==> src/rtl/mm_pkg.sv <==
// mm_pkg: state encoding, default dimensions and address-width helper shared by the sequencer files
package mm_pkg;
   typedef enum logic [2:0] {IDLE, LOAD_X, MAC, DRAIN, WRITE, DONE} state_t;
   function automatic int aw(input int n);
      return n > 1 ? $clog2(n) : 1;
   endfunction
   localparam int DEF_ROWS = 4;
   localparam int DEF_COLS = 4;
   localparam int DEF_DEPTH = 4;
   localparam int X_AW = aw(DEF_ROWS * DEF_DEPTH);
   localparam int A_AW = aw(DEF_DEPTH * DEF_COLS);
   localparam int P_AW = aw(DEF_ROWS * DEF_COLS);
endpackage

==> src/rtl/mm_addr_gen.sv <==
// mm_addr_gen: row/col/k loop counters and the derived X, coefficient and result addresses
module mm_addr_gen import mm_pkg::*; #(
   parameter int ROWS = DEF_ROWS,
   parameter int COLS = DEF_COLS,
   parameter int DEPTH = DEF_DEPTH,
   localparam int XW = aw(ROWS * DEPTH),
   localparam int AW = aw(DEPTH * COLS),
   localparam int PW = aw(ROWS * COLS)
) (
   input  logic          clk,
   input  logic          rst,
   input  logic          clr,
   input  logic          k_inc,
   input  logic          c_inc,
   output logic          k_zero,
   output logic          k_last,
   output logic          elem_last,
   output logic [XW-1:0] x_rd_addr,
   output logic [AW-1:0] rom_addr,
   output logic [PW-1:0] ram_addr
);
   localparam int RW = aw(ROWS);
   localparam int CW = aw(COLS);
   localparam int KW = aw(DEPTH);
   logic [RW-1:0] r;
   logic [CW-1:0] c;
   logic [KW-1:0] k;
   logic r_last, c_last;
   assign k_zero = k == '0;
   assign k_last = k == KW'(DEPTH - 1);
   assign c_last = c == CW'(COLS - 1);
   assign r_last = r == RW'(ROWS - 1);
   assign elem_last = r_last && c_last;
   assign x_rd_addr = XW'(32'(r) * DEPTH + 32'(k));
   assign rom_addr = AW'(32'(k) * COLS + 32'(c));
   assign ram_addr = PW'(32'(r) * COLS + 32'(c));
   // the row counter also wraps so a finished run leaves every index at zero
   always_ff @(posedge clk) begin
      if (rst || clr) begin
         r <= '0;
         c <= '0;
         k <= '0;
      end else begin
         if (k_inc) k <= k_last ? '0 : k + 1'b1;
         if (c_inc) begin
            c <= c_last ? '0 : c + 1'b1;
            if (c_last) r <= r_last ? '0 : r + 1'b1;
         end
      end
   end
endmodule

==> src/rtl/mm_sequencer.sv <==
// mm_sequencer: loads X byte-serially, then walks (row, col, k) driving regfile/ROM reads,
// MAC enable/clear and result-RAM writes for P = X*A
module mm_sequencer import mm_pkg::*; #(
   parameter int ROWS = DEF_ROWS,
   parameter int COLS = DEF_COLS,
   parameter int DEPTH = DEF_DEPTH,
   localparam int XW = aw(ROWS * DEPTH),
   localparam int AW = aw(DEPTH * COLS),
   localparam int PW = aw(ROWS * COLS)
) (
   input  logic          clk,
   input  logic          rst,
   input  logic          start_in,
   input  logic          valid_input,
   output logic          x_wr_en,
   output logic [XW-1:0] x_wr_addr,
   output logic [XW-1:0] x_rd_addr,
   output logic          rom_en,
   output logic [AW-1:0] rom_addr,
   output logic          mac_en,
   output logic          mac_clr,
   output logic          ram_we,
   output logic [PW-1:0] ram_addr,
   output logic          busy,
   output logic          finish
);
   state_t state, nxt;
   logic [XW-1:0] n;
   logic n_last, k_zero, k_last, elem_last;
   assign n_last = n == XW'(ROWS * DEPTH - 1);
   mm_addr_gen #(.ROWS(ROWS), .COLS(COLS), .DEPTH(DEPTH)) u_addr (
      .clk       (clk),
      .rst       (rst),
      .clr       (state == IDLE),
      .k_inc     (rom_en),
      .c_inc     (ram_we),
      .k_zero    (k_zero),
      .k_last    (k_last),
      .elem_last (elem_last),
      .x_rd_addr (x_rd_addr),
      .rom_addr  (rom_addr),
      .ram_addr  (ram_addr)
   );
   // the MAC sees each read one cycle later, matching the synchronous regfile/ROM latency
   always_ff @(posedge clk) begin
      if (rst) begin
         state <= IDLE;
         n <= '0;
         mac_en <= 1'b0;
         mac_clr <= 1'b0;
      end else begin
         state <= nxt;
         n <= state != LOAD_X ? '0 : valid_input ? (n_last ? '0 : n + 1'b1) : n;
         mac_en <= rom_en;
         mac_clr <= rom_en && k_zero;
      end
   end
   always_comb begin
      nxt = state;
      case (state)
         IDLE:    nxt = start_in ? LOAD_X : IDLE;
         LOAD_X:  nxt = valid_input && n_last ? MAC : LOAD_X;
         MAC:     nxt = k_last ? DRAIN : MAC;
         DRAIN:   nxt = WRITE;
         WRITE:   nxt = elem_last ? DONE : MAC;
         DONE:    nxt = IDLE;
         default: nxt = IDLE;
      endcase
      x_wr_en = state == LOAD_X && valid_input;
      x_wr_addr = n;
      rom_en = state == MAC;
      ram_we = state == WRITE;
      busy = state != IDLE;
      finish = state == DONE;
   end
endmodule
==> config.mk <==
export PLATFORM = sky130hd
export DESIGN_NAME = mm_sequencer
export DESIGN_NICKNAME = d
export VERILOG_FILES = /design/src/rtl/mm_pkg.sv /design/src/rtl/mm_addr_gen.sv /design/src/rtl/mm_sequencer.sv
export SDC_FILE = /design/constraint.sdc
export NUM_CORES = 1
export LEC_CHECK = 0
export ABC_AREA = 1
export CORE_ASPECT_RATIO = 1.4
export CORE_MARGIN = 2
export CORE_UTILIZATION = 25
export CTS_BUF_LIST = sky130_fd_sc_hd__clkbuf_8
export DETAILED_ROUTE_END_ITERATION = 8
export DONT_BUFFER_PORTS = 1
export SYNTH_ARGS = -nofsm -noshare
export SYNTH_HDL_FRONTEND = slang
export SYNTH_SLANG_ARGS = --single-unit
==> constraint.sdc <==
create_clock -name clk -period 2.45 [get_ports clk]
set_input_delay 0.3675 -clock clk [delete_from_list [all_inputs] [get_ports clk]]
set_output_delay 0.3675 -clock clk [all_outputs]
set_load 0.01 [all_outputs]
# Word-level counts from Yosys, hierarchy flattened
# Cells that the tools add are included.
[word_totals]
ff_bits = 15
input_bits = 4
[op_classes]
reduce_logical = 10
n_mux = 9
eq_ne = 10
n_addsub = 7
[op_table]
columns = ["cell", "n"]
rows = [
  ["3-bit one-hot mux with 5 select lines", 1],
  ["4-bit by 2-bit adder with 4-bit output", 3],
  ["2-bit two-way mux", 4],
  ["2-bit by 1-bit adder with 2-bit output, second input constant", 3],
  ["2-bit equality test, second input constant", 3],
  ["3-bit by 2-bit equality test with 1-bit output, second input constant", 2],
  ["3-bit equality test, second input constant", 2],
  ["4-bit by 1-bit adder with 4-bit output, second input constant", 1],
  ["4-bit equality test, second input constant", 1],
  ["1-bit logical AND", 4],
  ["4-bit two-way mux", 1],
  ["3-bit by 1-bit equality test with 1-bit output, second input constant", 1],
  ["3-bit zero test", 1],
  ["3-bit two-way mux", 1],
  ["3-bit by 1-bit != test with 1-bit output, second input constant", 1],
  ["3-bit nonzero test", 1],
  ["2-bit zero test", 1],
  ["1-bit two-way mux", 2],
  ["2-bit AND reduction", 1],
  ["2-bit OR reduction", 1],
  ["1-bit logical OR", 1],
]

# Depth between registers and ports, before layout
# Gate-level depths: netlist of run 1.
[logic_depth]
ltp_word = 4
mapped_depth = 8
ltp_nobuf = 8

# Hierarchy
# Synthesis of run 1 repeated with hierarchy kept, for this count alone.
[unflattened]
hier_cells = 118
area_unflattened_um2 = 823.3
[by_module_without_submodules]
columns = ["module", "area_each_um2", "instances", "seq_area_each_um2", "cells_per_inst"]
rows = [
  ["mm_sequencer", 459.2, 1, 180.2, 66],
  ["mm_addr_gen", 364.1, 1, 120.1, 52],
]

# Worst setup path after synthesis of run 1
# Ideal clock, no wire load.
[synth_path]
kind = "register -> output"
start = "register state[2]"
end = "output finish"
slack_ns = 1.300
arrival_ns = 0.783
stages_incl_launch_ff = 3
required_ns = 2.082
path_cell_list = "dfxtp_1 -> inv_2 -> nor3_1"
[synth_between]
elab_chain_len = 1
[synth_lines]
columns = ["item", "line", "text"]
rows = [
  ["start, declared", "mm_sequencer.sv:27", "state_t state, nxt;"],
  ["start signal, assigned", "mm_sequencer.sv:52", "state <= nxt;"],
  ["3-bit equality test", "mm_sequencer.sv:74", "finish = state == DONE;"],
  ["end, declared", "mm_sequencer.sv:25", "output logic finish"],
]
# Every way passes these cells.

# Worst setup path after layout of run 1
# Same ends and word-level chain as after synthesis.

==> results of run 1 <==
==> how the worst max path moves through the flow <==
stage / to / start / slack, ns / depth (start not counted)
finish: finish / state[2] / 0.92 / 2
floorplan: finish / state[2] / 1.30 / 2
CTS: finish / state[2] / 0.94 / 2
global route: finish / state[2] / 0.85 / 2
detailed placement: state[0] / u_addr.c[0] / 1.18 / 7
global placement: state[1] / u_addr.c[0] / 1.21 / 6
==> area by class of cell <==
| cell class | instances | share of cell area |
|---|---|---|
| clock buffers | 3 | 0.0473 |
| clock inverters | 1 | 0.00430 |
| inverters | 17 | 0.0760 |
| multi-input cells | 76 | 0.472 |
| flip-flops and latches | 15 | 0.344 |
| well taps | 39 | 0.0560 |
==> layer usage <==
metal  routed length, µm  vias up  track usage
met1                 600      290       0.0835
met2                 703       27        0.132
li1                    -      338            -
met5                   0        -            0
met4                   0        0      0.00855
met3                 187        0       0.0638
==> cells in the final DEF, fill, tap and decap left out, drive strengths merged <==
cell type,n
ha,5
nand4,1
nor2,21
o21ai,1
nand3,6
a21oi,6
inv,18
nand2,30
clkbuf,3
dfxtp,15
nor3b,1
nor3,2
or2,1
xor2,2
==> through the flow <==
| stage | hold slack (ns) | area [µm²] |
|---|---|---|
| after floorplan | 0.437 | 823 |
| after global placement | 0.442 | 827 |
| after detailed placement | 0.443 | 827 |
| after CTS | 0.181 | 872 |
| after global routing | 0.170 | 872 |
| final | 0.186 | 872 |
==> Yosys cell counts <==
cell / n / area share
nand2_1: 26 / 0.12
nor2_1: 19 / 0.087
dfxtp_1: 15 / 0.36
inv_1: 13 / 0.059
a21oi_1: 6 / 0.036
buf_4: 6 / 0.055
ha_1: 5 / 0.076
nand3_1: 5 / 0.030
inv_2: 3 / 0.014
nand2_2: 2 / 0.015
nand2_4: 2 / 0.027
xor2_1: 2 / 0.021
inv_4: 1 / 0.0076
nand3_2: 1 / 0.012
nand4_1: 1 / 0.0076
nor2_2: 1 / 0.0076
nor2_4: 1 / 0.014
nor3_1: 1 / 0.0061
nor3_2: 1 / 0.012
nor3b_2: 1 / 0.015
o21ai_1: 1 / 0.0061
or2_2: 1 / 0.0076
==> power by group <==
| group | internal (W) | total [W] | leakage [nW] | switching [W] |
|---|---|---|---|---|
| Sequential | 0.000247 | 0.000253 | 0.121 | 0.00000586 |
| Clock | 0.000111 | 0.000190 | 0.0269 | 0.0000794 |
| Combinational | 0.00000980 | 0.0000292 | 0.292 | 0.0000194 |
==> flip-flops by register name, summed over array words and instances, names as in the netlist <==
signal and cells:
mac_en 1, state 3, u_addr.c 2, u_addr.r 2, u_addr.k 2, mac_clr 1
x_wr_addr 4
==> cells by family after synthesis <==
logic type / Yosys count
and+or+nand+nor: 62
buffers and inverters: 23
DFF: 15
AOI/OAI and AO/OA: 7
adders and majority gates: 5
xor gates and xnor gates: 2
==> results.json, run 1 <==
{
  "status": "finished clean",
  "fin_setup_tns_ns": 0,
  "yosysSeqAreaShare": 0.365,
  "slew-limit-headroom": 0.709,
  "drc_errors": 0,
  "wl_mm": 1.49,
  "clk_latency_ns": 0.24,
  "fin_crit_ns": 1.53,
  "reg2reg_slack_ns": 1.19,
  "muxShareOfSynthArea": 0,
  "dr.first_iter.drc_count": 5,
  "grt_pass1_wl_mm": 2.27,
  "gr-usage-all-layers": 0.0808,
  "synth-simple-area-share": 0.360,
  "synth_fp_nets": 123,
  "synth_area_per_cell_um2": 7.22,
  "powerDensity_nw_per_um2": 542,
  "postCtsSetupRepairBufs": 0,
  "crit_path_max_incr_delay_ns": 0.41,
  "vias": 655,
  "worst_pin_slew_ns": 0.434,
  "wl_per_cell_um": 9.87,
  "slew_violations": 0,
  "clock-sinks": 15,
  "hold_path_depth": 1,
  "dpl.cell_count": 147,
  "ys_ff_latch": 15,
  "place_ws_ns": 1.18,
  "cts-htree-levels": 1,
  "fp.dieH_um": 71.9,
  "hold_violations": 0,
  "peakVddDrop_uv": 469,
  "postCtsResizedCells": 0,
  "drv_cap": 0,
  "timing.final.ws_setup_ns": 0.923,
  "drive_gt1_frac": 0.152,
  "worstPathCellList": "inv_2 -> nor3_1",
  "worstPathArrival_ns": 1.16,
  "total_power_w": 0.000472,
  "fmax_ghz": 0.655,
  "synth_xor_area_frac": 0.0213,
  "grt_pass1_vias": 559,
  "critical-path-top-delay-family": "flip-flops",
  "end_kind": "output port",
  "power.leakage_nw": 0.440,
  "cts_tree": "done",
  "rr_endpoint": "state[0]",
  "multi_input_area_um2": 412,
  "r2r_start": "u_addr.c[0]",
  "crit_buf_inv": 1,
  "cts_made_buffers": 3,
  "cp.required_ns": 2.08,
  "fillers": 351,
  "hpwlAfterDp_mm": 1.23,
  "ys_types": 22,
  "die-width_um": 52.5,
  "root_buffer": "clkbuf_8",
  "cp_max_fo": 8,
  "fp.coreArea_um2": 3120,
  "start_util": 0.264,
  "clockBufferDepth": 2,
  "synthAdderAreaFrac": 0.0760,
  "gr-total-overflow": 0,
  "hp-start": "rst",
  "finClkSkew_ns": 0.00551,
  "slowest_stage": "dfxtp_1",
  "path_class": "flip-flop to output port",
  "synth_top_family_by_area": "simple AND/OR/NAND/NOR gates",
  "clk_pin_slew_ns": 0.06,
  "synth_compound_area_frac": 0.0426,
  "postCtsHoldBufs": 0,
  "regArea_um2": 300,
  "antenna_cells": 0,
  "netlist_area_um2": 823,
  "antenna_found_initial": 0,
  "start_kind": "flip-flop",
  "area_growth_pct": 5.93,
  "yosysWarnings": 0,
  "ios": 27,
  "setup_viol": 0,
  "reg2reg_depth": 7,
  "gp_congestion": 0.821,
  "grt_max_degree": 9,
  "viasPerCell": 4.34,
  "synth_cells": 114,
  "fin_nets": 122,
  "stdcell_count": 151,
  "hp-class": "input port to flip-flop",
  "final_core_util": 0.279,
  "period_share": 0.623,
  "antenna_left": 0,
  "min_to": "state[0]",
  "io_buffers": 0,
  "rows": 24,
  "dieArea_um2": 3770,
  "rsz0062_at_grt": "false",
  "dr.pass1.iters": 4
}
Power figures use the tool's default switching activity.
==> inputs of run 2 (changes only) <==
==> constraint.sdc (replaced) <==
create_clock -name clk -period 1.45 [get_ports clk]
set_input_delay 0.2175 -clock clk [delete_from_list [all_inputs] [get_ports clk]]
set_output_delay 0.2175 -clock clk [all_outputs]
set_load 0.01 [all_outputs]
==> results.json, run 2 (synthesis results as in run 1) <==
{
  "antenna_left": 0,
  "clk_latency_ns": 0.25,
  "grt_pass1_vias": 663,
  "placed_area_um2": 865,
  "rsz0062_at_grt": "false",
  "slew_violations": 0,
  "worstPathCellList": "nand3_2 -> inv_2",
  "gr-total-overflow": 0,
  "worst_pin_slew_ns": 0.353,
  "hp-class": "input port to flip-flop",
  "final_cell_mix": "26 x nand2_1, 19 x nor2_1, 14 x dfxtp_1, 13 x inv_1, 6 x a21oi_1",
  "wl_mm": 1.68,
  "antenna_cells": 0,
  "dieArea_um2": 3770,
  "postCtsSetupRepairBufs": 0,
  "start_kind": "flip-flop",
  "path_class": "flip-flop to output port",
  "crit_path_max_incr_delay_ns": 0.53,
  "drv_cap": 0,
  "setup_viol": 0,
  "clk_pin_slew_ns": 0.06,
  "slew-limit-headroom": 0.764,
  "cp_max_fo": 7,
  "critical-path-top-delay-family": "flip-flops",
  "fin_nets": 127,
  "fin_setup_tns_ns": 0,
  "gr-usage-all-layers": 0.0942,
  "worstPathArrival_ns": 1.11,
  "hpwlAfterDp_mm": 1.38,
  "drive_gt1_frac": 0.214,
  "cts-htree-levels": 1,
  "r2r_start": "x_wr_addr[1]",
  "cts_tree": "done",
  "dr.pass1.iters": 2,
  "area_growth_pct": 11.4,
  "rr_endpoint": "state[0]",
  "final_common_cell": "nand2_1",
  "io_buffers": 0,
  "fp.coreArea_um2": 3120,
  "reg2reg_depth": 8,
  "cts_made_buffers": 3,
  "clock-sinks": 15,
  "period_share": 0.912,
  "rows": 24,
  "crit_buf_inv": 1,
  "min_to": "state[0]",
  "cp.required_ns": 1.23,
  "grt_pass1_wl_mm": 2.70,
  "root_buffer": "clkbuf_8",
  "ios": 27,
  "finClkSkew_ns": 0.00521,
  "dr.first_iter.drc_count": 12,
  "slowest_stage": "dfxtp_1",
  "fin_crit_ns": 1.32,
  "power.leakage_nw": 0.467,
  "hold_path_depth": 1,
  "powerDensity_nw_per_um2": 890,
  "peakVddDrop_uv": 875,
  "die-width_um": 52.5,
  "grt_max_degree": 10,
  "finalInstanceArea_um2": 917,
  "antenna_found_initial": 0,
  "drc_errors": 0,
  "fmax_ghz": 0.756,
  "place_ws_ns": 0.232,
  "vias": 669,
  "fillers": 360,
  "largest_reg_flops": 4,
  "status": "finished clean",
  "hp-start": "rst",
  "start_util": 0.264,
  "reg2reg_slack_ns": 0.22,
  "clockBufferDepth": 2,
  "end_kind": "output port",
  "fp.dieH_um": 71.9,
  "hold_violations": 0,
  "wl_per_cell_um": 10.8,
  "timing.final.ws_setup_ns": 0.127,
  "final_core_util": 0.294,
  "viasPerCell": 4.29,
  "gp_congestion": 0.821
}
run 2: cell count changes in the layout (fill, tap and decap cells not counted):
cell / change
buf_4: +5
clkinv_2: +1
inv_1: -1
nor3_2: +1
dfxtp_1: -1
nor3_1: -1
dfxtp_2: +1
run 2: how the worst max path moves through the flow:
stage	depth (start not counted)	start	slack, ns	endpoint
5_1_grt	4	state[0]	0.06	x_wr_en
2_1_floorplan	7	u_addr.c[0]	0.35	state[0]
6_report	2	state[1]	0.13	rom_en
3_3_place_gp	5	u_addr.r[0]	0.30	u_addr.r[0]
4_1_cts	2	state[2]	0.04	finish
3_5_place_dp	8	x_wr_addr[1]	0.23	state[0]
run 2: worst register-to-register path, cell delays in order, from the launching register on:
cell and delay (ns):
dfxtp_1 0.44, ha_1 0.22, nand2_1 0.09, inv_1 0.06, nand2_1 0.08, nand2_1 0.08
nand2_1 0.05, nor2_1 0.08, nor2_1 0.04
run 2: layout make-up:
class	instances	area, µm²	area share
multi-input combinational	76	417	0.454
sequential	15	302	0.329
inverter	17	66.3	0.0723
tap	39	48.8	0.0532
clock buffer	3	41.3	0.0450
timing repair buffer	5	37.5	0.0409
clock inverter	1	5.00	0.00546
run 2: power by group:
part / total [W] / leakage [nW] / switching [W] / internal (W)
logic: 0.0000553 / 0.320 / 0.0000367 / 0.0000186
registers: 0.000426 / 0.122 / 0.00000732 / 0.000418
clock network: 0.000336 / 0.0255 / 0.000145 / 0.000190
total: 0.000816 / 0.467 / 0.000190 / 0.000627
run 2: per-layer routing:
metal  global-route usage  share of wire  vias up
li1                     -              -      349
met1               0.0965           0.38      296
met2                0.163           0.51       24
met3               0.0638           0.11        0
met4              0.00855              0        0
met5                    0              0        -
run 2: timing repair:
| action | 4_1_cts | 5_1_grt |
|---|---|---|
| gates resized for setup | 0 | 2 |
| hold buffers | 0 | 0 |
| endpoints found under the setup margin | 0 | 2 |
run 2: stage by stage:
step	power [W]	std cells	hold slack, ns
after detailed placement	0.000490	152	0.293
after CTS	0.000831	156	0.0249
final	0.000816	156	0.0242
after global routing	0.000858	156	0.0123
after floorplan	0.000480	114	0.287
after global placement	0.000487	152	0.291
==> inputs of run 3 (changes only) <==
--- a/config.mk
+++ b/config.mk
@@ -6,12 +6,13 @@
 export NUM_CORES = 1
 export LEC_CHECK = 0
 export ABC_AREA = 1
-export CORE_ASPECT_RATIO = 1.4
 export CORE_MARGIN = 2
-export CORE_UTILIZATION = 25
+export CORE_UTILIZATION = 63
 export CTS_BUF_LIST = sky130_fd_sc_hd__clkbuf_8
 export DETAILED_ROUTE_END_ITERATION = 8
 export DONT_BUFFER_PORTS = 1
+export MAX_ROUTING_LAYER = met4
+export PLACE_DENSITY = 0.79
 export SYNTH_ARGS = -nofsm -noshare
 export SYNTH_HDL_FRONTEND = slang
 export SYNTH_SLANG_ARGS = --single-unit
==> results.json, run 3 (synthesis results as in run 1) <==
{
  "status": "finished clean",
  "clock-sinks": 15,
  "period_share": 0.953,
  "postCtsSetupRepairBufs": 0,
  "gr-usage-all-layers": 0.200,
  "reg2reg_slack_ns": 0.27,
  "drv_cap": 0,
  "rows": 13,
  "largest_reg_flops": 4,
  "wl_met2_um": 670,
  "crit_buf_inv": 1,
  "slew-limit-headroom": 0.769,
  "met3_length_um": 89,
  "slowest_stage": "dfxtp_1",
  "critPathMostFrequentCell": "nor2_1",
  "hp-class": "input port to flip-flop",
  "hp-start": "rst",
  "postCtsResizedCells": 0,
  "dr.first_iter.drc_count": 4,
  "multi_input_area_um2": 412,
  "area_growth_pct": 5.02,
  "reg2reg_depth": 8,
  "grt_pass1_vias": 532,
  "worstPathArrival_ns": 1.16,
  "regArea_um2": 300,
  "fin_nets": 125,
  "met1Wirelength_um": 618,
  "worstPathCellList": "inv_2 -> nor2_1 -> nand2_1 -> nor2_1",
  "cts_tree": "done",
  "grt_max_degree": 9,
  "start_kind": "flip-flop",
  "wl_per_cell_um": 10.9,
  "dieArea_um2": 1610,
  "dr.pass1.iters": 4,
  "peakVddDrop_uv": 502,
  "grt_pass1_wl_mm": 2.02,
  "path_class": "flip-flop to output port",
  "critical-path-top-delay-family": "flip-flops",
  "fin_crit_ns": 1.38,
  "fp.coreArea_um2": 1250,
  "antenna_found_initial": 0,
  "hpwlAfterDp_mm": 1.11,
  "maxUsedRoutingLayer": "met4",
  "crit_cells": 4,
  "setup_viol": 0,
  "fmax_ghz": 0.723,
  "worst_pin_slew_ns": 0.344,
  "fin_setup_tns_ns": 0,
  "end_kind": "output port",
  "rsz0062_at_grt": "false",
  "finClkSkew_ns": 0.00160,
  "dpl.cell_count": 126,
  "critPathCapture": "x_wr_en",
  "fp.dieH_um": 40.2,
  "die-width_um": 40.2,
  "crit_path_max_incr_delay_ns": 0.44,
  "slew_violations": 0,
  "start_util": 0.657,
  "powerDensity_nw_per_um2": 937,
  "io_buffers": 0,
  "clk_pin_slew_ns": 0.06,
  "total_power_w": 0.000810,
  "clockBufferDepth": 2,
  "timing.critical_path.from": "state[0]",
  "drive_gt1_frac": 0.174,
  "final_core_util": 0.690,
  "final_cell_mix": "26 x nand2_1, 19 x nor2_1, 15 x dfxtp_1, 14 x inv_1, 6 x a21oi_1",
  "drc_errors": 0,
  "root_buffer": "clkbuf_8",
  "r2r_start": "x_wr_addr[0]",
  "holdWs_ns": 0.0325,
  "cts_made_buffers": 3,
  "stdcell_count": 130,
  "cts-htree-levels": 1,
  "rr_endpoint": "state[0]",
  "clk_latency_ns": 0.25,
  "postCtsHoldBufs": 0,
  "cp.required_ns": 1.23,
  "wl_mm": 1.41,
  "power.leakage_nw": 0.456,
  "cp_max_fo": 4,
  "vias": 655,
  "antenna_cells": 0,
  "ios": 27,
  "gr-total-overflow": 0,
  "fillers": 107,
  "viasPerCell": 5.04,
  "final_common_cell": "nand2_1",
  "antenna_left": 0,
  "hold_violations": 0,
  "gp_congestion": 0.810
}
## run 3: area by class of cell
type	instances	share of cell area
Inverter	17	0.0767
Sequential cell	15	0.347
Multi-Input combinational cell	76	0.476
Timing Repair Buffer	3	0.0260
Clock inverter	1	0.00434
Tap cell	15	0.0217
Clock buffer	3	0.0478
## run 3: worst min-delay path by stage
stage / endpoint / slack [ns] / cells after the start
after floorplan: state[2] / 0.29 / 1
after global placement: mac_en / 0.29 / 1
after detailed placement: state[2] / 0.29 / 1
after CTS: state[2] / 0.03 / 1
after global routing: state[2] / 0.03 / 1
final: mac_clr / 0.03 / 1
## run 3: per-layer routing
metal,vias up,global-route usage
met5,-,-
met4,0,0.103
met3,5,0.0667
met2,18,0.315
met1,282,0.224
li1,350,-
## run 3: through the flow
stage / setup slack, ns / area (µm²)
finish: 0.0677 / 865
global route: 0.0166 / 865
CTS: 0.0730 / 865
detailed placement: 0.280 / 820
global placement: 0.286 / 820
floorplan: 0.350 / 823
## run 3: power breakdown
part	leakage [nW]	internal [W]	switching, W
clock network	0.0269	0.000187	0.000142
registers	0.121	0.000418	0.00000719
logic	0.308	0.0000187	0.0000366
